File: src/rtl/fetch_pc_stage.sv
// fetch_pc_stage
//   Fetch-stage program counter and IF/ID pipeline register.
//   The EX stage supplies the PC of a resolved branch/jump and its offset. The offset
//   has already been word-scaled by the shift-left-by-2 stage. Their sum is the
//   redirect target. Each cycle the next fetch PC is picked from three choices:
//   redirect, hold (stall) or sequential +4. The instruction returned by imem for
//   pc_f is captured into decode under stall/flush control.
//
// Parameters
//   RESET_PC   pc_f value loaded on reset
//   NOP_INSTR  instr_d value on reset/flush (addi x0,x0,0)
//   CNT_W      width of the redirect performance counter
//
// Ports
//   clk           in   rising-edge clock
//   reset         in   synchronous active-high reset
//   stall_f       in   hold pc_f
//   stall_d       in   hold IF/ID register
//   flush_d       in   squash IF/ID register
//   pc_src_e      in   taken branch/jump in EX, redirect fetch
//   pc_e          in   PC of the branch in EX
//   branch_off_e  in   word-scaled branch offset
//   instr_f       in   imem read data for pc_f
//   pc_f          out  imem fetch address
//   instr_d       out  instruction in decode
//   pc_d          out  PC of instr_d
//   pc_plus4_d    out  pc_d + 4
//   valid_d       out  instr_d is a real instruction
//   redirect_cnt  out  number of redirect cycles (wrapping)
module fetch_pc_stage #(
  parameter logic [31:0] RESET_PC  = 32'h0000_0000,
  parameter logic [31:0] NOP_INSTR = 32'h0000_0013,
  parameter int          CNT_W     = 16
) (
  input  logic             clk,
  input  logic             reset,
  input  logic             stall_f,
  input  logic             stall_d,
  input  logic             flush_d,
  input  logic             pc_src_e,
  input  logic [31:0]      pc_e,
  input  logic [31:0]      branch_off_e,
  input  logic [31:0]      instr_f,
  output logic [31:0]      pc_f,
  output logic [31:0]      instr_d,
  output logic [31:0]      pc_d,
  output logic [31:0]      pc_plus4_d,
  output logic             valid_d,
  output logic [CNT_W-1:0] redirect_cnt
);

  logic [31:0]      r_pc_f;
  logic [31:0]      r_instr_d;
  logic [31:0]      r_pc_d;
  logic [31:0]      r_pc_plus4_d;
  logic             r_valid_d;
  logic [CNT_W-1:0] r_redirect_cnt;

  logic [31:0]      w_target_sum;
  logic [31:0]      w_target_e;
  logic [31:0]      w_pc_plus4_f;

  // The target is forced word-aligned. A misaligned pc_e or offset can then
  // never put a misaligned address on imem.
  assign w_target_sum = pc_e + branch_off_e;
  assign w_target_e   = {w_target_sum[31:2], 2'b00};
  assign w_pc_plus4_f = r_pc_f + 32'd4;

  // Next-PC selection. A redirect wins over stall_f because the instruction
  // being held is on the wrong path anyway.
  always_ff @(posedge clk) begin
    if (reset) begin
      r_pc_f <= RESET_PC;
    end else if (pc_src_e) begin
      r_pc_f <= w_target_e;
    end else if (!stall_f) begin
      r_pc_f <= w_pc_plus4_f;
    end
  end

  // IF/ID register. A redirect squashes the wrong-path instruction now in IF
  // just like an explicit flush. The PC fields keep their old values on a squash.
  always_ff @(posedge clk) begin
    if (reset) begin
      r_instr_d    <= NOP_INSTR;
      r_pc_d       <= 32'd0;
      r_pc_plus4_d <= 32'd0;
      r_valid_d    <= 1'b0;
    end else if (flush_d || pc_src_e) begin
      r_instr_d <= NOP_INSTR;
      r_valid_d <= 1'b0;
    end else if (!stall_d) begin
      r_instr_d    <= instr_f;
      r_pc_d       <= r_pc_f;
      r_pc_plus4_d <= w_pc_plus4_f;
      r_valid_d    <= 1'b1;
    end
  end

  // Performance counter of redirect cycles. It wraps silently.
  always_ff @(posedge clk) begin
    if (reset) begin
      r_redirect_cnt <= '0;
    end else if (pc_src_e) begin
      r_redirect_cnt <= r_redirect_cnt + 1'b1;
    end
  end

  assign pc_f         = r_pc_f;
  assign instr_d      = r_instr_d;
  assign pc_d         = r_pc_d;
  assign pc_plus4_d   = r_pc_plus4_d;
  assign valid_d      = r_valid_d;
  assign redirect_cnt = r_redirect_cnt;

endmodule
File: config.mk
export PLATFORM = sky130hd
export DESIGN_NAME = fetch_pc_stage
export DESIGN_NICKNAME = d
export VERILOG_FILES = /design/src/rtl/fetch_pc_stage.sv
export SDC_FILE = /design/constraint.sdc
export NUM_CORES = 1
export LEC_CHECK = 0
export CAP_MARGIN = 20
export CORE_MARGIN = 2
export CORE_UTILIZATION = 45
export CTS_BUF_LIST = sky130_fd_sc_hd__clkbuf_4
export DETAILED_ROUTE_END_ITERATION = 8
export GPL_TIMING_DRIVEN = 1
export PLACE_DENSITY = 0.88
export SETUP_SLACK_MARGIN = 0.02
export SLEW_MARGIN = 20
export SYNTH_ARGS = -nofsm -noshare
export SYNTH_HDL_FRONTEND = slang
export SYNTH_SLANG_ARGS = --single-unit
File: constraint.sdc
create_clock -name clk -period 5.2 [get_ports clk]
set_input_delay 0.52 -clock clk [delete_from_list [all_inputs] [get_ports clk]]
set_output_delay 0.52 -clock clk [all_outputs]
set_load 0.05 [all_outputs]
## Word-level counts from Yosys, hierarchy flattened

Index checks and enable logic that the tools add are counted.

| cells by class | value |
|---|---|
| add/subtract/negate cells | 3 |
| equality and inequality tests | 1 |
| mux-type cells | 2 |
| bitwise logic cells | 2 |
| reduce and logical (&&, ||, !) cells | 4 |

Operator list:

| kind | count |
|---|---|
| $mux 32 | 2 |
| $add 32x3->32 const B | 1 |
| $add 32x32->32 | 1 |
| $add 16x1->16 const B | 1 |
| $reduce_or 2->1 | 2 |
| $ne 2x1->1 const B | 1 |
| $not 1->1 | 2 |
| $reduce_and 2->1 | 1 |
| $logic_or 1x1->1 | 1 |

| storage, ports and cells | value |
|---|---|
| register bits | 145 |
| bits of input ports | 102 |
| output and inout port bits | 145 |
| word-level logic and storage cells | 19 |

## Depth between registers and ports, before layout

| logic depth | value |
|---|---|
| depth in word-level cells | 3 |
| depth in mapped cells | 9 |
| mapped depth without buffers | 8 |

## Least setup slack after synthesis

No wires, ideal clock.

| timing path | value |
|---|---|
| path kind | register to register |
| from | register r_pc_f[2] (netlist: pc_f[2]) |
| to | register r_pc_f[24] (netlist: pc_f[24]) |
| library setup time | 122 ps |
| arrival time | 2596 ps |
| required time | 5078 ps |
| slack | 2482 ps |
| stages on the path, launching flop included | 8 |
| path buffers | 0 |
| clock period less this slack | 2718 ps |
| cells stage by stage | dfxtp_1 ha_1 nand3_1 nor4_2 nand3_2 nor3_1 xor2_1 a221o_1 |

| between the ends | value |
|---|---|
| longest elaborated chain between the ends | 3 |

Ends and longest elaborated chain:

| element | RTL line | source |
|---|---|---|
| from (decl) | 52 | `logic [31:0] r_pc_f;` |
| from (signal assigned) | 75 | `r_pc_f <= w_target_e;` |
| from (signal assigned) | 77 | `r_pc_f <= w_pc_plus4_f;` |
| $add 32x3->32 | 67 | `assign w_pc_plus4_f = r_pc_f + 32'd4;` |
| $mux 32 | 76 | `end else if (!stall_f) begin` |
| $mux 32 | 74 | `end else if (pc_src_e) begin` |

No other way between the ends. The select of a mux whose other input is x is not followed.
A chain may end at the register's enable or synchronous reset.

## Worst setup path after layout

| timing path | value |
|---|---|
| from | input pc_e[2] |
| to | register r_pc_f[29] (netlist: pc_f[29]) |

| between the ends | value |
|---|---|
| longest elaborated chain between the ends | 2 |

Ends and longest elaborated chain:

| element | RTL line | source |
|---|---|---|
| from (decl) | 41 | `input logic [31:0] pc_e,` |
| $add 32x32->32 | 65 | `assign w_target_sum = pc_e + branch_off_e;` |
| $mux 32 | 74 |  |

No other way between the ends.

==> metrics.txt <==
sort of element at the end of the critical path=register; peak ir drop on the vdd network=151 uV; Sink Count=139; core region area=16,500 sq um; data arrival time of the critical path=3.23 ns; highest-count cells in the layout ignoring fill and taps=sky130_fd_sc_hd__clkdlybuf4s50_1, sky130_fd_sc_hd__dfxtp_1, sky130_fd_sc_hd__nor2_1; number of nets at the end of the flow=1,265; combinational cell fraction of total power=27.8%; number of global-route vias before repair=6,605; Layout Area Growth over Synthesis=36.4%; number of antenna violations at the first check in global routing=1; clock tree from TritonCTS=done; cell area after synthesis=7510 sq um; number of buffers added by the clock tree synthesis step=17; number of unique standard cell types used by synthesis=60; Top FF cell, synth=sky130_fd_sc_hd__dfxtp_1; number of synthesized flops with an enable pin=0; per-instance average area after synthesis=8.06 sq um; first-pass iteration count of the detailed router=6; FMAX=361 MHz; number of design-rule violations left by the first detailed-router iteration=499; sequential-to-total area share from yosys stat=37.0%; overall die area=17,700 sq um; Flop pwr share=44.4%; Yosys warning count=0; total global-route track usage=23.2%; worst slack at placement=1.93 ns; DRC errors left=0; total count of hold-check failures in the final report=0; Pleak=0.00374 uW; Cell Int Power=1750 uW; sum of overflow across all layers after global routing=0; remaining antenna violation count=0; Port-buffer cells=240; Min-Delay Path Class=in -> reg; root buf cell=sky130_fd_sc_hd__clkbuf_4; number of resized instances in the post-cts repair step=0; number of maximum-capacitance violations=0; largest area contributor in the synthesized netlist=sky130_fd_sc_hd__dfxtp_1; number of vias after detailed routing=7,312; maximum number of pins on one net before global-route repair=88; wire length of the first global-routing pass=33,700 um; Chip Width=133 um; starting utilization of the core area=45.6%; number of top-level pins=247; power per standard cell area=262 nW/um^2; NetSw=930 uW; quantity of hold-fixing buffers added after cts=0; fraction of power consumed by the clock network=27.7%; Clock Skews=0.0218 ns; fraction of final layout cells with drive strength greater than 1=4.63%; switch share=34.7%; Max Fanout on Critical Path=6; clock insertion delay at the later pin of the skew report=0.54 ns; Worst Path Class, Setup=in -> reg; Synth async-reset ratio=0%; HPWL after detailed placement=16,300 um; gate count after technology mapping=932; most common cell after layout, fill and taps aside=sky130_fd_sc_hd__clkdlybuf4s50_1; worst-case headroom to the max-slew limit=33.6%; result of the run=completed; via-per-instance ratio=5.36; Setup TNS=0 ns; fillers=1,397; Critical Path RT=5.66 ns; Die Span Y=133 um; RSZ-0062 raised after global routing=false; Sequential Area=2780 sq um; Setup Buffers After CTS=0; overall routed net length=21,100 um; top cell type's share of synthesized area=37.0%; Longest Clk Path Bufs=2; actual slew at the worst max-slew pin=0.996 ns; Synth area leaders=sky130_fd_sc_hd__dfxtp_1, sky130_fd_sc_hd__nor2_1, sky130_fd_sc_hd__nand2_1; Synth Register Bits=139; Final Cycle Share=53.3%; multi-input logic area=4400 sq um; final critical-path setup slack=2.43 ns; Worst-path clk slew=0.13 ns; critical path startpoint category=input pin; smallest hold slack=0.419 ns; Placer Congestion=0.901; routed wirelength normalized by instance count=15.5 um; number of max-slew violations in the final report=0; # rows=47; Setup Viol. Count Final=0; final period demand of the worst path=2.77 ns; number of H-tree levels=4
## worst max-delay path, cell delays in order
cell	delay [ns]
sky130_fd_sc_hd__clkdlybuf4s50_1	0.40
sky130_fd_sc_hd__ha_1	0.35
sky130_fd_sc_hd__a21oi_1	0.27
sky130_fd_sc_hd__a211oi_1	0.15
sky130_fd_sc_hd__nor3_1	0.33
sky130_fd_sc_hd__a31oi_1	0.23
sky130_fd_sc_hd__a31oi_1	0.58
sky130_fd_sc_hd__nor2_1	0.12
sky130_fd_sc_hd__a311oi_1	0.27
## synthesized netlist by cell type (all sizes together), types with 4 or more instances
master / number
a211oi: 41
a21o: 7
a21oi: 71
a311oi: 7
a31oi: 6
and3: 9
buf: 20
clkbuf: 51
dfxtp: 139
ha: 32
inv: 11
mux2i: 33
nand2: 122
nand2b: 4
nand3: 23
nand4: 20
nor2: 136
nor3: 20
nor4: 5
o21ai: 20
o22ai: 9
or3: 14
xnor2: 39
xor2: 48
## path summary, 6_finish.rpt
| path | start | to | slack (ns) | depth (start not counted) |
|---|---|---|---|---|
| worst max-delay path | pc_e[2] | pc_f[29] | 2.43 | 9 |
| worst min-delay path | reset | redirect_cnt[12] | 0.42 | 2 |
| worst max register to register | pc_f[2] | pc_plus4_d[30] | 2.45 | 8 |
| worst min register to register | pc_d[27] | pc_d[27] | 0.46 | 2 |
## state kept, by name, summed over array words and instances (netlist names)
register      flops
pc_f             30
pc_d             30
redirect_cnt     16
valid_d           1
instr_d          32
pc_plus4_d       30
## final cells by class
class / count / area share (%)
multi-input cells: 716 / 42.9
flip-flops and latches: 139 / 27.2
repair buffers: 246 / 23.8
well taps: 220 / 2.69
clock inverters: 14 / 1.66
clock buffers: 18 / 1.32
inverters: 11 / 0.403
diodes: 1 / 0.0244
## per-stage QoR
stage                     utilization, %  instance area, sq um  cells  power, uW
after floorplan                        -                  7530    937       1690
after global placement              60.3                  9930   1332       1940
after detailed placement            60.3                  9930   1332       1950
after CTS                           62.2                 10200   1364       2690
after global routing                62.2                 10200   1365       2800
final                               62.2                 10200   1365       2680
## cell families (layout without fill, tap and decap cells)
| family | Yosys count | in the layout | share of synthesized area, % |
|---|---|---|---|
| fa+ha+maj | 32 | 32 | 5.33 |
| compound gates | 193 | 193 | 16.5 |
| flops | 139 | 139 | 37.0 |
| simple gates | 365 | 365 | 21.8 |
| other cells | 1 | 7 | 0.0499 |
| xor+xnor | 87 | 87 | 10.1 |
| mux | 33 | 33 | 4.40 |
| buf+inv | 82 | 289 | 4.71 |
## metal layers
metal / up-vias / part of all wire, % / global-route usage (%)
met5: - / 0 / 0
met1: 3388 / 46 / 32.5
met4: 0 / 2.6 / 7.98
met3: 32 / 5.3 / 3.54
met2: 237 / 46 / 36.8
li1: 3655 / - / -
## power groups by stage
| stage | sequential [uW] | combinational (uW) | clock, uW |
|---|---|---|---|
| 3_3_place_gp | 1210 | 732 | 0 |
| 2_1_floorplan | 1350 | 342 | 0 |
| 6_report | 1190 | 746 | 744 |
| 3_5_place_dp | 1210 | 738 | 0 |
| 4_1_cts | 1190 | 741 | 755 |
| 5_1_grt | 1200 | 798 | 805 |
Note: power is estimated with default switching activity, not from simulation.
